**src/rtl/rf_pkg.sv**
```systemverilog
// rtl/rf_pkg.sv - shared types and constants for the register-file write-back arbiter
// Purpose: FSM state encoding, default bus widths and owner encoding used by
//          rf_wb_arbiter, its interface and its output register.
// Ports:   none (package).
package rf_pkg;

    localparam int DATA_W = 10;
    localparam int ADDR_W = 2;

    typedef enum logic [1:0] {
        IDLE  = 2'd0,
        OWN_A = 2'd1,
        OWN_B = 2'd2
    } state_t;

    localparam logic [1:0] OWNER_NONE = 2'b00;
    localparam logic [1:0] OWNER_A    = 2'b01;
    localparam logic [1:0] OWNER_B    = 2'b10;

endpackage

```
**src/rtl/rf_wb_arbiter_if.sv**
```systemverilog
// rtl/rf_wb_arbiter_if.sv - requester/register-file bus bundle for rf_wb_arbiter
// Purpose: groups both requester handshakes, the hold input and the registered
//          register-file write port into one interface.
// Ports:   master = requester/register-file side, slave = arbiter side.
//          hold, a_*/b_* valid/lock/addr/data in to the arbiter; a_ready,
//          b_ready, rf_wen, rf_waddr, rf_wdata, owner out of the arbiter.
interface rf_wb_arbiter_if #(
    parameter int DATA_W = rf_pkg::DATA_W,
    parameter int ADDR_W = rf_pkg::ADDR_W
) ();

    logic              hold;
    logic              a_valid;
    logic              a_ready;
    logic              a_lock;
    logic [ADDR_W-1:0] a_addr;
    logic [DATA_W-1:0] a_data;
    logic              b_valid;
    logic              b_ready;
    logic              b_lock;
    logic [ADDR_W-1:0] b_addr;
    logic [DATA_W-1:0] b_data;
    logic              rf_wen;
    logic [ADDR_W-1:0] rf_waddr;
    logic [DATA_W-1:0] rf_wdata;
    logic [1:0]        owner;

    modport master (
        output hold,
        output a_valid, a_lock, a_addr, a_data,
        output b_valid, b_lock, b_addr, b_data,
        input  a_ready, b_ready,
        input  rf_wen, rf_waddr, rf_wdata, owner
    );

    modport slave (
        input  hold,
        input  a_valid, a_lock, a_addr, a_data,
        input  b_valid, b_lock, b_addr, b_data,
        output a_ready, b_ready,
        output rf_wen, rf_waddr, rf_wdata, owner
    );

endinterface

```
**src/rtl/rf_wb_arbiter_outreg.sv**
```systemverilog
// rtl/rf_wb_arbiter_outreg.sv - registered register-file write port
// Purpose: rf_en_dff is the 1-bit synchronous-reset enable register; rf_wb_outreg
//          builds the rf_wen/rf_waddr/rf_wdata capture register from it bit by bit.
// Ports:   clk, rst (sync, active-high); wr = transfer this cycle; addr/data =
//          granted requester's target/value; wen/waddr/wdata = registered outputs.
module rf_en_dff (
    input  logic clk,
    input  logic rst,
    input  logic en,
    input  logic d,
    output logic q
);

    always_ff @(posedge clk) begin
        if (rst) begin
            q <= 1'b0;
        end else if (en) begin
            q <= d;
        end
    end

endmodule

module rf_wb_outreg #(
    parameter int DATA_W = rf_pkg::DATA_W,
    parameter int ADDR_W = rf_pkg::ADDR_W
) (
    input  logic              clk,
    input  logic              rst,
    input  logic              wr,
    input  logic [ADDR_W-1:0] addr,
    input  logic [DATA_W-1:0] data,
    output logic              wen,
    output logic [ADDR_W-1:0] waddr,
    output logic [DATA_W-1:0] wdata
);

    // Write enable is a one-cycle pulse: always loaded, so it clears itself.
    rf_en_dff u_wen (
        .clk (clk),
        .rst (rst),
        .en  (1'b1),
        .d   (wr),
        .q   (wen)
    );

    // Address and data only load on a transfer and otherwise keep their last value.
    for (genvar i = 0; i < ADDR_W; i++) begin : g_addr
        rf_en_dff u_bit (
            .clk (clk),
            .rst (rst),
            .en  (wr),
            .d   (addr[i]),
            .q   (waddr[i])
        );
    end

    for (genvar i = 0; i < DATA_W; i++) begin : g_data
        rf_en_dff u_bit (
            .clk (clk),
            .rst (rst),
            .en  (wr),
            .d   (data[i]),
            .q   (wdata[i])
        );
    end

endmodule

```
**src/rtl/rf_wb_arbiter.sv**
```systemverilog
// rtl/rf_wb_arbiter.sv - round-robin write-back arbiter with lock and lock timeout
// Purpose: shares the register file's single write port between requester A
//          (ALU) and B (memory load); optional ownership lock bounded by LOCK_MAX.
// Ports:   clk, rst (sync, active-high); bus = rf_wb_arbiter_if.slave carrying
//          hold, both requester handshakes and the registered rf write port/owner.
module rf_wb_arbiter #(
    parameter int DATA_W   = rf_pkg::DATA_W,
    parameter int ADDR_W   = rf_pkg::ADDR_W,
    parameter int LOCK_MAX = 4
) (
    input  logic           clk,
    input  logic           rst,
    rf_wb_arbiter_if.slave bus
);

    import rf_pkg::*;

    localparam int CNT_W = $clog2(LOCK_MAX);
    localparam logic [CNT_W-1:0] CNT_LAST = CNT_W'(LOCK_MAX - 1);

    state_t            state;
    logic              ptr;        // 0 = A preferred on a tie, 1 = B preferred
    logic [CNT_W-1:0]  lock_cnt;
    logic [1:0]        owner_q;

    logic              a_ready;
    logic              b_ready;
    logic              a_xfer;
    logic              b_xfer;
    logic              lock_end;

    // Grants depend only on state, pointer, valids, hold and reset.
    always_comb begin
        a_ready = 1'b0;
        b_ready = 1'b0;
        if (!rst && !bus.hold) begin
            case (state)
                IDLE: begin
                    a_ready = bus.a_valid && (!bus.b_valid || !ptr);
                    b_ready = bus.b_valid && (!bus.a_valid ||  ptr);
                end
                OWN_A:   a_ready = bus.a_valid;
                OWN_B:   b_ready = bus.b_valid;
                default: ;
            endcase
        end
    end

    assign a_xfer   = bus.a_valid && a_ready;
    assign b_xfer   = bus.b_valid && b_ready;
    assign lock_end = (lock_cnt == CNT_LAST);

    always_ff @(posedge clk) begin
        if (rst) begin
            state    <= IDLE;
            ptr      <= 1'b0;
            lock_cnt <= '0;
            owner_q  <= OWNER_NONE;
        end else if (!bus.hold) begin
            case (state)
                IDLE: begin
                    if (a_xfer) begin
                        ptr <= 1'b1;
                        if (bus.a_lock) begin
                            state    <= OWN_A;
                            lock_cnt <= '0;
                            owner_q  <= OWNER_A;
                        end
                    end else if (b_xfer) begin
                        ptr <= 1'b0;
                        if (bus.b_lock) begin
                            state    <= OWN_B;
                            lock_cnt <= '0;
                            owner_q  <= OWNER_B;
                        end
                    end
                end
                OWN_A: begin
                    lock_cnt <= lock_cnt + 1'b1;
                    // Timeout wins over a renewed lock; a transfer this cycle still lands.
                    if (lock_end || (a_xfer && !bus.a_lock)) begin
                        state    <= IDLE;
                        ptr      <= 1'b1;
                        lock_cnt <= '0;
                        owner_q  <= OWNER_NONE;
                    end
                end
                OWN_B: begin
                    lock_cnt <= lock_cnt + 1'b1;
                    if (lock_end || (b_xfer && !bus.b_lock)) begin
                        state    <= IDLE;
                        ptr      <= 1'b0;
                        lock_cnt <= '0;
                        owner_q  <= OWNER_NONE;
                    end
                end
                default: begin
                    state    <= IDLE;
                    lock_cnt <= '0;
                    owner_q  <= OWNER_NONE;
                end
            endcase
        end
    end

    rf_wb_outreg #(
        .DATA_W (DATA_W),
        .ADDR_W (ADDR_W)
    ) u_outreg (
        .clk   (clk),
        .rst   (rst),
        .wr    (a_xfer || b_xfer),
        .addr  (a_xfer ? bus.a_addr : bus.b_addr),
        .data  (a_xfer ? bus.a_data : bus.b_data),
        .wen   (bus.rf_wen),
        .waddr (bus.rf_waddr),
        .wdata (bus.rf_wdata)
    );

    assign bus.a_ready = a_ready;
    assign bus.b_ready = b_ready;
    assign bus.owner   = owner_q;

endmodule

```
**src/flat_wrapper.sv**
```systemverilog
// flat-port wrapper written by rule: the top's interface ports become plain ports
module rf_wb_arbiter_flat import rf_pkg::*;
#(
    parameter int DATA_W   = rf_pkg::DATA_W,
    parameter int ADDR_W   = rf_pkg::ADDR_W,
    parameter int LOCK_MAX = 4
)
  (clk, rst, bus_hold, bus_a_valid, bus_a_lock, bus_a_addr, bus_a_data, bus_b_valid, bus_b_lock, bus_b_addr, bus_b_data, bus_a_ready, bus_b_ready, bus_rf_wen, bus_rf_waddr, bus_rf_wdata, bus_owner);
  rf_wb_arbiter_if #(.DATA_W(DATA_W), .ADDR_W(ADDR_W)) bus_i ();
  input  logic clk;
  input  logic rst;
  input wire logic [$bits(bus_i.hold)-1:0] bus_hold;
  input wire logic [$bits(bus_i.a_valid)-1:0] bus_a_valid;
  input wire logic [$bits(bus_i.a_lock)-1:0] bus_a_lock;
  input wire logic [$bits(bus_i.a_addr)-1:0] bus_a_addr;
  input wire logic [$bits(bus_i.a_data)-1:0] bus_a_data;
  input wire logic [$bits(bus_i.b_valid)-1:0] bus_b_valid;
  input wire logic [$bits(bus_i.b_lock)-1:0] bus_b_lock;
  input wire logic [$bits(bus_i.b_addr)-1:0] bus_b_addr;
  input wire logic [$bits(bus_i.b_data)-1:0] bus_b_data;
  output wire logic [$bits(bus_i.a_ready)-1:0] bus_a_ready;
  output wire logic [$bits(bus_i.b_ready)-1:0] bus_b_ready;
  output wire logic [$bits(bus_i.rf_wen)-1:0] bus_rf_wen;
  output wire logic [$bits(bus_i.rf_waddr)-1:0] bus_rf_waddr;
  output wire logic [$bits(bus_i.rf_wdata)-1:0] bus_rf_wdata;
  output wire logic [$bits(bus_i.owner)-1:0] bus_owner;
  assign bus_i.hold = bus_hold;
  assign bus_i.a_valid = bus_a_valid;
  assign bus_i.a_lock = bus_a_lock;
  assign bus_i.a_addr = bus_a_addr;
  assign bus_i.a_data = bus_a_data;
  assign bus_i.b_valid = bus_b_valid;
  assign bus_i.b_lock = bus_b_lock;
  assign bus_i.b_addr = bus_b_addr;
  assign bus_i.b_data = bus_b_data;
  assign bus_a_ready = bus_i.a_ready;
  assign bus_b_ready = bus_i.b_ready;
  assign bus_rf_wen = bus_i.rf_wen;
  assign bus_rf_waddr = bus_i.rf_waddr;
  assign bus_rf_wdata = bus_i.rf_wdata;
  assign bus_owner = bus_i.owner;
  rf_wb_arbiter #(.DATA_W(DATA_W), .ADDR_W(ADDR_W), .LOCK_MAX(LOCK_MAX)) u_core (.clk(clk), .rst(rst), .bus(bus_i));
endmodule
```
**config.mk**
```make
export PLATFORM = sky130hd
export DESIGN_NAME = rf_wb_arbiter_flat
export DESIGN_NICKNAME = d
export VERILOG_FILES = /design/src/rtl/rf_pkg.sv /design/src/rtl/rf_wb_arbiter_if.sv /design/src/rtl/rf_wb_arbiter_outreg.sv /design/src/rtl/rf_wb_arbiter.sv /design/src/flat_wrapper.sv
export SDC_FILE = /design/constraint.sdc
export NUM_CORES = 1
export LEC_CHECK = 0
export BUFFER_PORTS_ARGS = -buffer_cell sky130_fd_sc_hd__buf_2
export CORE_ASPECT_RATIO = 1.4
export CORE_UTILIZATION = 25
export CTS_BUF_LIST = sky130_fd_sc_hd__clkbuf_8
export DETAILED_ROUTE_END_ITERATION = 8
export GPL_TIMING_DRIVEN = 0
export MAX_ROUTING_LAYER = met4
export SLEW_MARGIN = 40
export SYNTH_ARGS = -nofsm -noshare
export SYNTH_HDL_FRONTEND = slang
export SYNTH_HIERARCHICAL = 1
export SYNTH_SLANG_ARGS = --single-unit
```
**constraint.sdc**
```tcl
create_clock -name clk -period 2.45 [get_ports clk]
set_input_delay 0.49 -clock clk [delete_from_list [all_inputs] [get_ports clk]]
set_output_delay 0.49 -clock clk [all_outputs]
set_load 0.01 [all_outputs]
```
==> results.sh, run 1 <==
export IMPL_drv_cap=0
export IMPL_area_growth_synth_to_finish_pct=37.29
export IMPL_internal_pwr_total_mw=0.5148
export IMPL_clock_root_buffer="sky130_fd_sc_hd__clkbuf_8"
export IMPL_critical_path_arrival_ns=1.82
export IMPL_power_net_switching_mw=0.2004
export IMPL_r2r_setup_slack_ns=0.38
export IMPL_die_width_um=56.60
export IMPL_ff2ff_path_depth=8
export IMPL_cts_clock_pin_slew_for_the_worst_setup_and_hold_paths_ns=0.07
export IMPL_boundaryPins=48
export IMPL_std_cell_rows=27
export IMPL_post_synth_instance_area_um2=1044
export IMPL_status="complete, no violations"
export IMPL_setup_worst_path_end_class="output pin"
export IMPL_finish_utilization_pct=36.25
export IMPL_vias_per_cell=4.868
export IMPL_grt_max_degree=22
export IMPL_yosysTopAreaCell="sky130_fd_sc_hd__dfxtp_1"
export IMPL_totalPowerFinal_mw=0.7152
export IMPL_final_max_slew_violation_count=0
export IMPL_finalWorstSetupSlack_ns=0.1436
export IMPL_cts_sinks=18
export IMPL_synth_sequential_area_ratio_pct=34.53
export IMPL_mappedNetlistNets=147
export IMPL_cts_inserted_buffers=3
export IMPL_die_h_um=78.45
export IMPL_layout_drive_gt1_share_pct=44.10
export IMPL_netlist_cell_types=30
export IMPL_min_period_ns=2.306
export IMPL_worst_slew_margin_rel_pct=56.48
export IMPL_fmaxAchievable_mhz=433.6
export IMPL_p_leak_nw=0.6343
export IMPL_post_route_period_util_pct=94.14
export IMPL_deepest_clock_path_buffer_count=2
export IMPL_ys_warnings_count=6
export IMPL_sequentialPowerShare_pct=44.4
export IMPL_timing_critical_path_from_type="flop"
export IMPL_gp_routability_congestion=0.8182
export IMPL_p_comb_share_pct=27.6
export IMPL_crit_slowest_cell="sky130_fd_sc_hd__dfxtp_1"
export IMPL_grt_pass1_vias=983
export IMPL_design_die_area_um2=4440
export IMPL_floorplan_core_area_um2=3953
export IMPL_detail_route_first_pass_iterations=4
export IMPL_power_clock_fraction_pct=28.1
export IMPL_cellPowerDensity_nw_per_um2=499.2
export IMPL_h_tree_level_count=1
export IMPL_timing_critical_path_cells="inv_1, ha_2, a31oi_4, nor2_4, clkbuf_4, buf_2"
export IMPL_remaining_drc_errors=0
export IMPL_fin_skew_ns=0.002906
export IMPL_synth_enable_flop_cells=0
export IMPL_placed_area_um2=1361
export IMPL_antenna_found_initial=0
export IMPL_cp_startpoint="u_core/bus.owner[0]"
export IMPL_endpoint="bus_a_ready"
export IMPL_synth_seq_cells=18
export IMPL_power_switching_share_pct=28.02
export IMPL_routed_wl_um=2525
export IMPL_synth_area_top_cells="sky130_fd_sc_hd__dfxtp_1, sky130_fd_sc_hd__mux2i_1, sky130_fd_sc_hd__mux2_2"
export IMPL_grt_pass1_wl_um=4429
export IMPL_detailedRoute_firstIterationViolations=32
export IMPL_fin_cells=204
export IMPL_timing_critical_path_required_ns=1.96
export IMPL_path_max_fanout=10
export IMPL_vdd_drop_max_v=0.0002641
export IMPL_holdBufCountCts=0
export IMPL_post_synth_cell_area_avg_um2=9.486
export IMPL_grt_remaining_overflow=0
export IMPL_drt_wirelength_per_cell_um=12.38
export IMPL_rsz0062_at_grt="false"
export IMPL_fin_area_um2=1433
export IMPL_tritoncts="built"
export IMPL_synth_flop_cell="sky130_fd_sc_hd__dfxtp_1"
export IMPL_type_of_the_most_critical_hold_path="reg2reg"
export IMPL_worst_r2r_endpoint="u_core/u_outreg/g_data[3].u_bit/q"
export IMPL_syn_instance_count=110
export IMPL_worst_slew_pin_transition_ns=0.6508
export IMPL_vias=993
export IMPL_dp_hpwl_um=1921
export IMPL_detail_route_antenna_nets=0
export IMPL_diodes=0
export IMPL_critPathKind="reg2out"
export IMPL_asyncSetResetFlopFracSynth_pct=0
export IMPL_delay_contributed_by_the_slowest_stage_of_the_critical_path_ns=0.34
export IMPL_hold_violations=0
export IMPL_post_layout_nets=200
export IMPL_grt_util_all_layers_pct=12.91
export IMPL_synthDominantCellAreaShare_pct=34.53
export IMPL_placement_io_buffers=47
export IMPL_setup_viol=0
export IMPL_dpl_cell_count=201
export IMPL_tightest_hold_margin_ns=0.4677
export IMPL_finalSetupTns_ns=0
export IMPL_worstReg2RegStart="u_core/bus.owner[0]"
export IMPL_preCtsSetupSlack_ns=-0.1235
export IMPL_start_util_pct=26.40
export IMPL_clock_latency_ns=0.25
export IMPL_post_cts_setup_buffer_count=0
## layout by cell type (no fill, tap or decap), types with 2 or more instances in the layout
cell and instances:
sky130_fd_sc_hd__nor2_1 15, sky130_fd_sc_hd__a21oi_1 3, sky130_fd_sc_hd__o32ai_1 3, sky130_fd_sc_hd__ha_2 2
sky130_fd_sc_hd__dfxtp_1 18, sky130_fd_sc_hd__inv_1 7, sky130_fd_sc_hd__mux2_2 12, sky130_fd_sc_hd__ha_1 4
sky130_fd_sc_hd__buf_2 47, sky130_fd_sc_hd__clkbuf_8 3, sky130_fd_sc_hd__nand2_1 4, sky130_fd_sc_hd__mux2i_1 15
sky130_fd_sc_hd__nor4b_1 2, sky130_fd_sc_hd__nand2b_1 2, sky130_fd_sc_hd__nand3_1 2
## flip-flops by register name, indices dropped and copies added (netlist names)
signal and cells:
u_core/lock_cnt 2, u_core/u_outreg/u_wen/q 1, u_core/ptr 1, u_core/u_outreg/g_data.u_bit/q 10, u_core/u_outreg/g_addr.u_bit/q 2, u_core/bus.owner 2
## worst min-delay path by stage
stage	startpoint	to	slack, ns	depth (start not counted)
after global routing	u_core/lock_cnt[1]	u_core/lock_cnt[1]	0.50	2
after floorplan	u_core/lock_cnt[1]	u_core/lock_cnt[1]	0.44	2
final	u_core/lock_cnt[1]	u_core/lock_cnt[1]	0.47	2
after global placement	u_core/lock_cnt[1]	u_core/lock_cnt[1]	0.45	2
after detailed placement	u_core/lock_cnt[1]	u_core/lock_cnt[1]	0.47	2
after CTS	u_core/lock_cnt[1]	u_core/lock_cnt[1]	0.48	2
## cell usage after synthesis, drive strengths merged, types with 2 or more instances
| master | count |
|---|---|
| nor2 | 16 |
| or2b | 2 |
| nand2b | 2 |
| nand2 | 4 |
| dfxtp | 18 |
| mux2 | 12 |
| o32ai | 3 |
| a31oi | 2 |
| nor4b | 2 |
| mux2i | 15 |
| a21oi | 3 |
| ha | 6 |
| inv | 8 |
| nand3 | 2 |
## layer usage
layer	vias to the layer above	share of wire [%]	global-route usage, %	routed length, um
met4	0	1.0	5.610	26
met5	-	0	-	0
li1	504	-	-	-
met1	444	44	14.23	1101
met2	43	48	22.24	1223
met3	2	6.9	2.636	174
## power by group through the flow
stage | combinational, mW | clock, mW | sequential [mW]
after floorplan | 0.105 | 0 | 0.331
after global placement | 0.178 | 0 | 0.324
after detailed placement | 0.187 | 0 | 0.323
after CTS | 0.192 | 0.213 | 0.317
after global routing | 0.218 | 0.226 | 0.320
final | 0.197 | 0.201 | 0.317
## cell type report
cell class              instances  area [um2]
well taps                      43       53.80
clock buffers                   3       41.29
multi-input cells              83       689.4
inverters                       8       30.03
plain buffers                   1       7.507
flip-flops and latches         18       360.3
repair buffers                 48       250.2
fillers                       411        2520
## worst max-delay path: cells and delay by family (launching register included)
family	cells	cell delay, ns
adder cells (fa/ha/maj)	1	0.30
buffers and inverters	3	0.54
flip-flops	1	0.34
AND/OR/NAND/NOR	1	0.22
AO/OA/AOI/OAI	1	0.17
## repair_timing
| action | 4_1_cts | 5_1_grt |
|---|---|---|
| endpoints found under the hold margin | 0 | 0 |
| endpoints found under the setup margin | 1 | 1 |
| resized for setup | 4 | 4 |
## cells by family after synthesis
logic type      count (synthesis)  synth area share [%]
fa+ha+maj                       6                 7.194
flops                          18                 34.53
other cells                     1                0.3594
buf+inv                         9                 3.357
simple gates                   31                 14.51
mux                            27                 27.34
compound gates                 18                 12.71
Note: power is estimated with default switching activity, not from simulation.
==> inputs of run 2 (changes only) <==
--- a/constraint.sdc
+++ b/constraint.sdc
@@ -3,2 +3,2 @@
 set_output_delay 0.49 -clock clk [all_outputs]
-set_load 0.01 [all_outputs]
+set_load 0.1 [all_outputs]
==> run 2 against run 1 <==
Combinational power increased by 54%. Sequential cell count unchanged. Design area decreased by 0.26%. Critical endpoint is now bus_b_ready. Utilization decreased by 0.095 points. Non-clock buffer count unchanged.
==> results.sh, run 2 (synthesis results as in run 1) <==
export IMPL_clock_latency_ns=0.25
export IMPL_die_h_um=78.45
export IMPL_setup_viol=0
export IMPL_placement_io_buffers=47
export IMPL_drv_cap=0
export IMPL_min_period_ns=2.313
export IMPL_vias_per_cell=4.951
export IMPL_finish_utilization_pct=36.15
export IMPL_path_max_fanout=7
export IMPL_area_growth_synth_to_finish_pct=36.93
export IMPL_fillerInstances=408
export IMPL_h_tree_level_count=1
export IMPL_preCtsSetupSlack_ns=-0.3750
export IMPL_boundaryPins=48
export IMPL_floorplan_core_area_um2=3953
export IMPL_mostFrequentLayoutCell="sky130_fd_sc_hd__buf_2"
export IMPL_drt_wirelength_per_cell_um=11.73
export IMPL_fmaxAchievable_mhz=432.4
export IMPL_cellPowerDensity_nw_per_um2=574.9
export IMPL_timing_critical_path_from_type="flop"
export IMPL_grt_pass1_wl_um=3960
export IMPL_dp_hpwl_um=1850
export IMPL_cts_inserted_buffers=3
export IMPL_placed_area_um2=1359
export IMPL_crit_slowest_cell="sky130_fd_sc_hd__buf_2"
export IMPL_timing_critical_path_required_ns=1.96
export IMPL_routed_wl_um=2404
export IMPL_largest_reg_flops=10
export IMPL_r2r_setup_slack_ns=0.43
export IMPL_std_cell_rows=27
export IMPL_tritoncts="built"
export IMPL_clock_root_buffer="sky130_fd_sc_hd__clkbuf_8"
export IMPL_deepest_clock_path_buffer_count=2
export IMPL_critPathKind="reg2out"
export IMPL_seqCellArea_um2=367.9
export IMPL_p_leak_nw=0.6359
export IMPL_remaining_drc_errors=0
export IMPL_critical_path_arrival_ns=1.82
export IMPL_status="complete, no violations"
export IMPL_grt_max_degree=22
export IMPL_layout_drive_gt1_share_pct=44.44
export IMPL_start_util_pct=26.40
export IMPL_design_die_area_um2=4440
export IMPL_grt_remaining_overflow=0
export IMPL_type_of_the_most_critical_hold_path="reg2reg"
export IMPL_gp_routability_congestion=0.8992
export IMPL_delay_contributed_by_the_slowest_stage_of_the_critical_path_ns=0.45
export IMPL_fin_area_um2=1429
export IMPL_cts_sinks=18
export IMPL_grt_pass1_vias=927
export IMPL_timing_critical_path_cells="inv_1, ha_2, a31oi_1, nor2_2, buf_2"
export IMPL_final_max_slew_violation_count=0
export IMPL_worst_slew_pin_transition_ns=0.6087
export IMPL_max_flop_register="u_core/u_outreg/g_data.u_bit/q"
export IMPL_hold_violations=0
export IMPL_finalWorstSetupSlack_ns=0.1375
export IMPL_grt_util_all_layers_pct=11.37
export IMPL_rsz0062_at_grt="false"
export IMPL_fin_skew_ns=0.001518
export IMPL_detailedRoute_firstIterationViolations=44
export IMPL_holdBufCountCts=0
export IMPL_totalPowerFinal_mw=0.8214
export IMPL_vdd_drop_max_v=0.0003587
export IMPL_setup_worst_path_end_class="output pin"
export IMPL_multi_input_comb_area_um2=675.6
export IMPL_mostFrequentLayoutCells="sky130_fd_sc_hd__buf_2, sky130_fd_sc_hd__dfxtp_1, sky130_fd_sc_hd__mux2i_1"
export IMPL_post_layout_nets=200
export IMPL_die_width_um=56.60
export IMPL_worst_slew_margin_rel_pct=59.29
export IMPL_detail_route_first_pass_iterations=4
export IMPL_post_route_period_util_pct=94.39
export IMPL_vias=1015
export IMPL_diodes=0
export IMPL_cts_clock_pin_slew_for_the_worst_setup_and_hold_paths_ns=0.07
export IMPL_antenna_found_initial=0
export IMPL_detail_route_antenna_nets=0
==> run 2: changes by cell type in the layout (fill, tap and decap cells not counted), moves of 2 or more <==
cell                      before  now
sky130_fd_sc_hd__buf_4         0    2
sky130_fd_sc_hd__dfxtp_1      18   16
sky130_fd_sc_hd__dfxtp_4       0    2
sky130_fd_sc_hd__nor2_2        0    2
==> run 2: repair_timing <==
action	in CTS	in global routing
buffers inserted	1	0
pin swaps	1	0
setup endpoints to repair	9	2
resized for setup	4	1
==> run 2: worst paths after layout <==
kind | cells after the start | end | startpoint
worst min register to register | 2 | u_core/lock_cnt[1] | u_core/lock_cnt[1]
worst max register to register | 7 | u_core/lock_cnt[0] | u_core/bus.owner[0]
worst max-delay path | 5 | bus_b_ready | u_core/bus.owner[0]
worst min-delay path | 2 | u_core/lock_cnt[1] | u_core/lock_cnt[1]
==> run 2: layer usage <==
layer | global-route usage, % | up-vias | routed length [um]
li1 | - | 507 | -
met3 | 2.306 | 2 | 209
met2 | 18.35 | 50 | 1089
met1 | 13.59 | 456 | 1083
met4 | 4.878 | 0 | 21
met5 | - | - | 0
==> run 2: power by group <==
group	internal, mW	switching, mW	leakage [nW]
Combinational	0.0926	0.210	0.465
Clock	0.111	0.0914	0.0231
Sequential	0.308	0.00833	0.148
Total	0.511	0.310	0.636
==> run 2: stage by stage <==
step | instances | TNS [ns] | hold WS, ns
after floorplan | 110 | 0 | 0.4385
after global placement | 200 | -0.5755 | 0.4648
after detailed placement | 200 | -1.187 | 0.4633
after global routing | 205 | 0 | 0.4957
final | 205 | 0 | 0.4731
after CTS | 205 | 0 | 0.4742
==> run 2: critical path, delay by kind of cell (launching register included) <==
family | cells | cell delay [ns]
buffers and inverters | 2 | 0.57
flip-flops | 1 | 0.35
adder cells (fa/ha/maj) | 1 | 0.28
AO/OA/AOI/OAI | 1 | 0.21
AND/OR/NAND/NOR | 1 | 0.18
==> run 2: cell type report <==
| cell class | instances | share of cell area (%) |
|---|---|---|
| Clock inverter | 1 | 0.2627 |
| Clock buffer | 3 | 2.890 |
| Buffer | 1 | 0.5254 |
| Timing Repair Buffer | 48 | 17.43 |
| Multi-Input combinational cell | 83 | 47.29 |
| Sequential cell | 18 | 25.74 |
| Tap cell | 43 | 3.765 |
| Inverter | 8 | 2.102 |
==> inputs of run 3 (changes only) <==
- clock period: 2.45 -> 2.35 ns (I/O delays scaled with it)
==> run 3 against run 2 <==
Clock skew increased by 0.0013 ns. Hold slack got worse by 0.0078 ns. Register-to-register slack got worse by 0.07 ns. Design area grew 0.44%. Die area unchanged. Sequential cell count unchanged. Critical path depth is 1 higher. Sequential share of layout area is 0.11 points lower. Total power is 4.3% higher. Utilization grew 0.16 points. First-iteration DRC count decreased by 52%. Setup slack got worse by 0.0074 ns.
==> results.sh, run 3 (synthesis results as in run 1) <==
export IMPL_gp_routability_congestion=0.7871
export IMPL_setup_worst_path_end_class="output pin"
export IMPL_ff2ff_path_depth=7
export IMPL_cts_sinks=18
export IMPL_placed_area_um2=1363
export IMPL_die_h_um=78.45
export IMPL_die_width_um=56.60
export IMPL_p_leak_nw=0.6366
export IMPL_critical_path_arrival_ns=1.75
export IMPL_vdd_drop_max_v=0.0003658
export IMPL_start_util_pct=26.40
export IMPL_worst_r2r_endpoint="u_core/lock_cnt[0]"
export IMPL_hold_end="u_core/lock_cnt[1]"
export IMPL_tritoncts="built"
export IMPL_multi_input_comb_area_um2=675.6
export IMPL_largest_reg_flops=10
export IMPL_fin_skew_ns=0.002839
export IMPL_diodes=0
export IMPL_worst_hold_path_cells=2
export IMPL_antenna_found_initial=0
export IMPL_worst_slew_margin_rel_pct=60.81
export IMPL_critPathKind="reg2out"
export IMPL_grt_pass1_vias=945
export IMPL_grt_max_degree=22
export IMPL_post_route_period_util_pct=94.47
export IMPL_vias_per_cell=4.751
export IMPL_layout_drive_gt1_share_pct=44.44
export IMPL_timing_critical_path_from_type="flop"
export IMPL_clock_latency_ns=0.25
export IMPL_design_die_area_um2=4440
export IMPL_rsz0062_at_grt="false"
export IMPL_grt_pass1_wl_um=4084
export IMPL_fin_area_um2=1435
export IMPL_clock_root_buffer="sky130_fd_sc_hd__clkbuf_8"
export IMPL_detail_route_antenna_nets=0
export IMPL_drt_wirelength_per_cell_um=11.40
export IMPL_vias=974
export IMPL_worstReg2RegStart="u_core/bus.owner[0]"
export IMPL_dp_hpwl_um=1899
export IMPL_placement_io_buffers=47
export IMPL_mostFrequentLayoutCells="sky130_fd_sc_hd__buf_2, sky130_fd_sc_hd__dfxtp_1, sky130_fd_sc_hd__mux2i_1"
export IMPL_type_of_the_most_critical_hold_path="reg2reg"
export IMPL_boundaryPins=48
export IMPL_holdBufCountCts=0
export IMPL_grt_remaining_overflow=0
export IMPL_r2r_setup_slack_ns=0.36
export IMPL_max_flop_register="u_core/u_outreg/g_data.u_bit/q"
export IMPL_floorplan_core_area_um2=3953
export IMPL_min_period_ns=2.220
export IMPL_final_max_slew_violation_count=0
export IMPL_hold_start="u_core/lock_cnt[1]"
export IMPL_area_growth_synth_to_finish_pct=37.53
export IMPL_worst_slew_pin_transition_ns=0.5860
export IMPL_detailedRoute_firstIterationViolations=21
export IMPL_deepest_clock_path_buffer_count=2
export IMPL_cts_clock_pin_slew_for_the_worst_setup_and_hold_paths_ns=0.07
export IMPL_tightest_hold_margin_ns=0.4654
export IMPL_std_cell_rows=27
export IMPL_hold_violations=0
export IMPL_timing_critical_path_required_ns=1.88
export IMPL_path_max_fanout=10
export IMPL_grt_util_all_layers_pct=11.33
export IMPL_routed_wl_um=2338
export IMPL_remaining_drc_errors=0
export IMPL_seqCellArea_um2=367.9
export IMPL_cellPowerDensity_nw_per_um2=596.8
export IMPL_finish_utilization_pct=36.31
export IMPL_status="complete, no violations"
export IMPL_drv_cap=0
export IMPL_fillerInstances=409
export IMPL_setup_viol=0
export IMPL_cts_inserted_buffers=3
export IMPL_fmaxAchievable_mhz=450.5
export IMPL_detail_route_first_pass_iterations=4
export IMPL_post_layout_nets=200
export IMPL_mostFrequentLayoutCell="sky130_fd_sc_hd__buf_2"
export IMPL_h_tree_level_count=1
==> run 3: cell counts in the layout (fill, tap and decap cells not counted) <==
Identical to the previous run, type by type.
==> run 3: critical path, stage by stage (launching register included) <==
cell	delay, ns
sky130_fd_sc_hd__dfxtp_4	0.35
sky130_fd_sc_hd__inv_1	0.12
sky130_fd_sc_hd__ha_2	0.27
sky130_fd_sc_hd__a31oi_2	0.19
sky130_fd_sc_hd__nor2_2	0.17
sky130_fd_sc_hd__buf_6	0.17
sky130_fd_sc_hd__buf_6	0.23
==> run 3: timing repair <==
action	4_1_cts	5_1_grt
setup endpoints to repair	9	2
pin swaps	1	0
buffers inserted	1	0
gates resized for setup	5	1
==> run 3: final cells by class <==
| type | instances | area share [%] |
|---|---|---|
| well taps | 43 | 3.749 |
| inverters | 8 | 2.092 |
| clock buffers | 3 | 2.877 |
| plain buffers | 1 | 0.7847 |
| repair buffers | 48 | 17.52 |
| flip-flops and latches | 18 | 25.63 |
| multi-input cells | 83 | 47.08 |
| clock inverters | 1 | 0.2616 |
==> run 3: where the power goes <==
group	switching (mW)	total [mW]	internal, mW	leakage [nW]
Clock	0.0964	0.212	0.116	0.0231
Combinational	0.217	0.315	0.0975	0.466
Sequential	0.00881	0.330	0.321	0.148
==> run 3: layer usage <==
layer / wire [um] / vias up / track usage, % / share of wire [%]
li1: - / 503 / - / -
met1: 1046 / 433 / 13.47 / 45
met2: 1139 / 36 / 20.00 / 49
met3: 148 / 2 / 1.812 / 6.3
met4: 4 / 0 / 2.195 / 0.17
met5: 0 / - / - / 0
==> run 3: stage by stage <==
| step | total power [mW] | cells | TNS (ns) | worst slack, ns |
|---|---|---|---|---|
| after floorplan | 0.5734 | 110 | 0 | 0.03654 |
| after global placement | 0.6430 | 200 | -1.017 | -0.3441 |
| after detailed placement | 0.6473 | 200 | -1.641 | -0.4023 |
| after CTS | 0.8676 | 205 | 0 | 0.02038 |
| after global routing | 0.9002 | 205 | 0 | 0.002442 |
| final | 0.8565 | 205 | 0 | 0.1301 |
==> run 3: how the worst max path moves through the flow <==
stage                                    from                  end  slack [ns]  cells past startpoint
after CTS                 u_core/bus.owner[0]          bus_a_ready        0.02                      6
after global routing                      rst          bus_a_ready       0.002                      6
final                     u_core/bus.owner[0]          bus_a_ready        0.13                      6
after global placement                    rst          bus_a_ready       -0.34                      6
after floorplan           u_core/bus.owner[0]  u_core/bus.owner[0]        0.04                      6
after detailed placement                  rst          bus_a_ready       -0.40                      6
